$ cat config.mk
export PLATFORM = sky130hd
export DESIGN_NAME = program_loader
export DESIGN_NICKNAME = d
export VERILOG_FILES = /design/src/rtl/isa_pkg.sv /design/src/rtl/instr_assembler.sv /design/src/rtl/program_loader.sv
export SDC_FILE = /design/constraint.sdc
export NUM_CORES = 1
export LEC_CHECK = 0
export ABC_AREA = 1
export ABC_CLOCK_PERIOD_IN_PS = 2300
export CAP_MARGIN = 40
export CORE_MARGIN = 8
export CORE_UTILIZATION = 35
export CTS_CLUSTER_SIZE = 20
export DETAILED_ROUTE_END_ITERATION = 10
export HOLD_SLACK_MARGIN = 0.02
export PLACE_DENSITY = 0.62
export SKIP_LAST_GASP = 1
export SLEW_MARGIN = 5
export SYNTH_ARGS = -nofsm -noshare
export SYNTH_HDL_FRONTEND = slang
export SYNTH_SLANG_ARGS = --single-unit
$ cat constraint.sdc
create_clock -name clk -period 2.3 [get_ports clk]
set_clock_uncertainty 0.15 [all_clocks]
set_input_delay 0.46 -clock clk [delete_from_list [all_inputs] [get_ports clk]]
set_output_delay 0.46 -clock clk [all_outputs]
set_load 0.05 [all_outputs]
$ cat src/rtl/isa_pkg.sv
// Shared instruction-store definitions: 9-bit {op,r1,r2} word layout and loader states.
package isa_pkg;

   localparam int INSTR_W = 9;
   localparam int FIELD_W = 3;

   typedef struct packed {
      logic [FIELD_W-1:0] op;
      logic [FIELD_W-1:0] r1;
      logic [FIELD_W-1:0] r2;
   } instr_t;

   typedef enum logic [1:0] {
      IDLE  = 2'd0,
      LOAD  = 2'd1,
      WRITE = 2'd2,
      DONE  = 2'd3
   } load_state_t;

endpackage

$ cat src/rtl/instr_assembler.sv
// Packs three accepted 3-bit fields (op, r1, r2) into one instr_t; word_valid marks
// the beat that delivers r2, with the word presented combinationally on that beat.
module instr_assembler
   import isa_pkg::*;
(
   input  logic               clk,
   input  logic               reset,
   input  logic               clear,
   input  logic               accept,
   input  logic [FIELD_W-1:0] field,
   output instr_t             word,
   output logic               word_valid
);

   logic [1:0]         beat;
   logic [FIELD_W-1:0] op_q;
   logic [FIELD_W-1:0] r1_q;

   always_ff @(posedge clk) begin
      if (reset || clear) begin
         beat <= 2'd0;
         op_q <= '0;
         r1_q <= '0;
      end else if (accept) begin
         case (beat)
            2'd0: begin
               op_q <= field;
               beat <= 2'd1;
            end
            2'd1: begin
               r1_q <= field;
               beat <= 2'd2;
            end
            default: beat <= 2'd0;
         endcase
      end
   end

   // r2 bypasses storage so the top can register the word in the accept cycle.
   assign word_valid = accept && (beat == 2'd2);
   assign word       = {op_q, r1_q, field};

endmodule

$ cat src/rtl/program_loader.sv
// Host-stream program loader: packs field triples and writes them to consecutive
// addresses. Define PROGRAM_LOADER_CHECKSUM_EN to add an XOR checksum output.
module program_loader
   import isa_pkg::*;
#(
   parameter int PC_BITS = 12
)(
   input  logic                 clk,
   input  logic                 reset,
   input  logic                 start,
   input  logic [PC_BITS-1:0]   base_addr,
   input  logic [PC_BITS:0]     num_words,
   input  logic                 abort,
   input  logic                 in_valid,
   input  logic [FIELD_W-1:0]   in_field,
   output logic                 in_ready,
   output logic                 wr_en,
   output logic [PC_BITS-1:0]   wr_addr,
   output logic [INSTR_W-1:0]   wr_data,
   output logic                 busy,
   output logic                 done
`ifdef PROGRAM_LOADER_CHECKSUM_EN
   ,
   output logic [INSTR_W-1:0]   checksum
`endif
);

   localparam logic [PC_BITS-1:0] ADDR_ONE  = 1;
   localparam logic [PC_BITS:0]   COUNT_ONE = 1;

   load_state_t      state;
   logic [PC_BITS:0] count;
   logic [PC_BITS:0] count_next;
   logic [PC_BITS:0] num_q;
   logic             accept;
   logic             start_now;
   logic             asm_clear;
   instr_t           word;
   logic             word_valid;

   assign accept     = in_valid && in_ready;
   assign start_now  = (state == IDLE) && start && !abort;
   assign asm_clear  = start_now || abort;
   assign count_next = count + COUNT_ONE;

   instr_assembler u_asm (
      .clk        (clk),
      .reset      (reset),
      .clear      (asm_clear),
      .accept     (accept),
      .field      (in_field),
      .word       (word),
      .word_valid (word_valid)
   );

   always_ff @(posedge clk) begin
      if (reset) begin
         state    <= IDLE;
         in_ready <= 1'b0;
         wr_en    <= 1'b0;
         busy     <= 1'b0;
         done     <= 1'b0;
         wr_addr  <= '0;
         wr_data  <= '0;
         count    <= '0;
         num_q    <= '0;
      end else begin
         wr_en <= 1'b0;
         done  <= 1'b0;
         case (state)
            IDLE: begin
               if (start_now) begin
                  wr_addr <= base_addr;
                  num_q   <= num_words;
                  count   <= '0;
                  if (num_words == '0) begin
                     state <= DONE;
                     done  <= 1'b1;
                  end else begin
                     state    <= LOAD;
                     in_ready <= 1'b1;
                     busy     <= 1'b1;
                  end
               end
            end
            LOAD: begin
               if (abort) begin
                  state    <= IDLE;
                  in_ready <= 1'b0;
                  busy     <= 1'b0;
               end else if (word_valid) begin
                  state    <= WRITE;
                  in_ready <= 1'b0;
                  wr_en    <= 1'b1;
                  wr_data  <= word;
               end
            end
            WRITE: begin
               // The strobe for this word is already on the bus, so abort only stops what follows.
               wr_addr <= wr_addr + ADDR_ONE;
               count   <= count_next;
               if (abort) begin
                  state <= IDLE;
                  busy  <= 1'b0;
               end else if (count_next < num_q) begin
                  state    <= LOAD;
                  in_ready <= 1'b1;
               end else begin
                  state <= DONE;
                  busy  <= 1'b0;
                  done  <= 1'b1;
               end
            end
            default: state <= IDLE;
         endcase
      end
   end

`ifdef PROGRAM_LOADER_CHECKSUM_EN
   always_ff @(posedge clk) begin
      if (reset || start_now) checksum <= '0;
      else if (wr_en)         checksum <= checksum ^ wr_data;
   end
`endif

endmodule

==> out/qor.csv, run 1 <==
metric,value,unit
Std-Cell Rows,35,
Yosys warning count,0,
Area Overhead vs Synth,41.2,%
CTS root buffer,clkbuf_8,
CP Max Fanout,6,
Sequential Power Share,39.6,%
Reg2Reg Setup Slack,-0.22,ns
pin count of the biggest net entering global routing,27,
gr usage total,14.8,%
Synth cell types,29,
insertion delay to the later sink of the worst-skew pair,0.35,ns
status,"finished, violations left",
crit path DAT,2.65,ns
CTS Hold Bufs,0,
Die Y,113,um
pwr dens,666,mW/mm2
beginning of the critical path,count[5],
I/O Pins,58,
TNS Setup,-0.687,ns
Mapped Cells,473,
Pins Over Slew Limit,0,
Fin. Hold Viols,0,
RR Endpoint,state[1],
Max rail drop VDD,352,uV
Register Area,0.00123,mm2
post-synthesis sequential area ratio,37.3,%
routed len/inst,13.5,um
measured slew at the worst slew-check pin,0.510,ns
Detail Placement HPWL,6.83,mm
Filler cells,896,
fin crit share,109,%
synthesis-stage register bit count,61,
most frequent cell after synthesis,nand2_1,
failing checks,negative setup slack,
PortBufs,57,
maxcap violations,0,
CTS buffer count,9,
CP Capture Point,state[1],
relative slew slack,65.9,%
Initial Utilization,35.8,%
Worst-path clk slew,0.07,ns
layout cells sized above 1,17.2,%
initial antenna violation count,0,
H-tree depth,3,
top cell type's share of synthesized area,37.3,%
gp weighted congestion,0.893,
top post-synthesis cells by area,"dfxtp_1 (37%), nand2_1 (12%), a21oi_1 (8.6%), inv_1 (7.0%), ha_1 (6.9%)",
pre-CTS setup slack,-0.190,ns
vias,3384,
Hold Crit Class,flop to flop,
Logic pwr share,28.6,%
Die Wd,113,um
vias in the first global route,3393,
CTS tree,built,
first-pass GRT wire length,15.5,mm
Sw Pwr,1.11,mW
DRT antenna net count,0,
clock group share of total power,31.9,%
Vias/cell,4.90,
DRC errors left,0,
fmax,397,MHz
Mapped Nets,524,
leak pwr,1.98,nW
clk sinks,61,
share of the core filled with cells,50.5,%
Most used DFF post-synth,dfxtp_1,
CP Launch Type,flop,
dominant cell type by area after synthesis,dfxtp_1,
Post-synth top cells,"nand2_1 (105), dfxtp_1 (61), inv_1 (61), a21oi_1 (56), nor2_1 (43)",
Fin Hold WS,0.316,ns
Ant. Diodes,0,
Congestion Overflow GR,0,
min cycle time layout,2.52,ns
final worst slack,-0.217,ns
Max Root-Sink Buffers,2,
number of synthesized flops with an enable pin,0,
crit end category,flop,
Int Power,1.97,mW
average size of a mapped cell,6.92,um2
Iter 0 DRT Violations,152,
Synth Cell Area,0.00327,mm2
critical path type,flop to flop,
multi-input logic area,0.00188,mm2
RSZ-0062 raised after global routing,true,
worst reg2reg path depth,15,
RR Startpoint,count[5],
Nets,626,
router iterations before antenna repair,4,
die area,0.0127,mm2
WL final,9.36,mm
Worst Path Required,2.43,ns
ys async rst share,0,%
Core Area,0.00915,mm2
final setup vio count,4,
Switching Share,36.0,%
-- flip-flops by register name, indices dropped and copies added, names as in the netlist --
| register | count |
|---|---|
| count | 13 |
| num_q | 13 |
| wr_addr | 12 |
| wr_data | 9 |
| u_asm.op_q | 3 |
| u_asm.r1_q | 3 |
| state | 2 |
| u_asm.beat | 2 |
| busy | 1 |
| done | 1 |
| in_ready | 1 |
| wr_en | 1 |
-- stage by stage --
step / total power, mW / area, um2 / cells
after CTS: 3.05 / 4580 / 693
final: 3.08 / 4620 / 691
after global placement: 2.06 / 4270 / 668
after floorplan: 1.77 / 3310 / 473
after detailed placement: 2.06 / 4270 / 668
after global routing: 3.24 / 4620 / 691
-- per-layer routing --
layer	vias up	part of all wire [%]	track usage (%)
met5	-	0	0
met4	0	2.0	7.01
met3	13	2.9	2.93
met2	51	50	26.1
met1	1569	45	16.9
li1	1751	-	-
-- kinds of logic after synthesis --
| logic type | count (synthesis) | synth area share (%) |
|---|---|---|
| flops | 61 | 37.3 |
| fa+ha+maj | 18 | 6.88 |
| xor+xnor | 6 | 1.60 |
| compound gates | 105 | 16.7 |
| simple gates | 208 | 28.6 |
| buf+inv | 75 | 8.98 |
-- worst max-delay path: stages (launching register included) --
cell and delay, ns:
dfxtp_2 0.36, inv_4 0.06, nor4_4 0.41, nand4_1 0.17
and2_1 0.20, ha_1 0.29, nand2_2 0.08, nor2_4 0.12
nand2_4 0.09, nor2_4 0.09, nand2_2 0.07, nand2_1 0.06
nand2_1 0.06, nand2_1 0.07, nand2_1 0.06, a21oi_2 0.13
-- placed cells by master (no fill, tap or decap), drive strengths merged, types with 5 or more instances in the layout --
master,n
a21oi,56
nand3,33
nand2,105
clkdlybuf4s50,57
o21ai,41
nor2,45
inv,62
ha,18
nand4,5
and2,6
dfxtp,61
nor3,7
buf,48
clkbuf,9
xor2,5
-- power by group through the flow --
stage	clock, mW	sequential, mW	combinational [mW]
2_1_floorplan	0	1.37	0.406
3_3_place_gp	0	1.24	0.817
3_5_place_dp	0	1.24	0.825
4_1_cts	0.998	1.22	0.837
5_1_grt	1.04	1.23	0.965
6_report	0.982	1.22	0.880
-- area by class of cell --
| type | instances | area share (%) |
|---|---|---|
| clock buffers | 9 | 2.68 |
| clock inverters | 7 | 1.62 |
| inverters | 61 | 5.06 |
| multi-input cells | 337 | 40.7 |
| flip-flops and latches | 61 | 26.5 |
| well taps | 111 | 3.00 |
| repair buffers | 105 | 20.4 |
-- worst min-delay path by stage --
stage               startpoint   endpoint  slack (ns)  cells past startpoint
floorplan            num_q[10]  num_q[10]        0.29                      2
global placement      num_q[1]   num_q[1]        0.31                      2
detailed placement    num_q[7]   num_q[7]        0.31                      2
CTS                   num_q[7]   num_q[7]        0.32                      2
global route          num_q[3]   num_q[3]        0.33                      2
finish                num_q[7]   num_q[7]        0.32                      2
-- what timing repair did --
action	in CTS	in global routing
pin swaps	18	19
resized for setup	12	15
setup endpoints to repair	4	5
buffers inserted	9	2
(Power assumes the default switching activity.)
==> inputs of run 2 (changes only) <==
Settings changed: CAP_MARGIN 40 to unset.
==> results of run 2 <==
Final layout, timing and power as in run 1 (identical DEF).
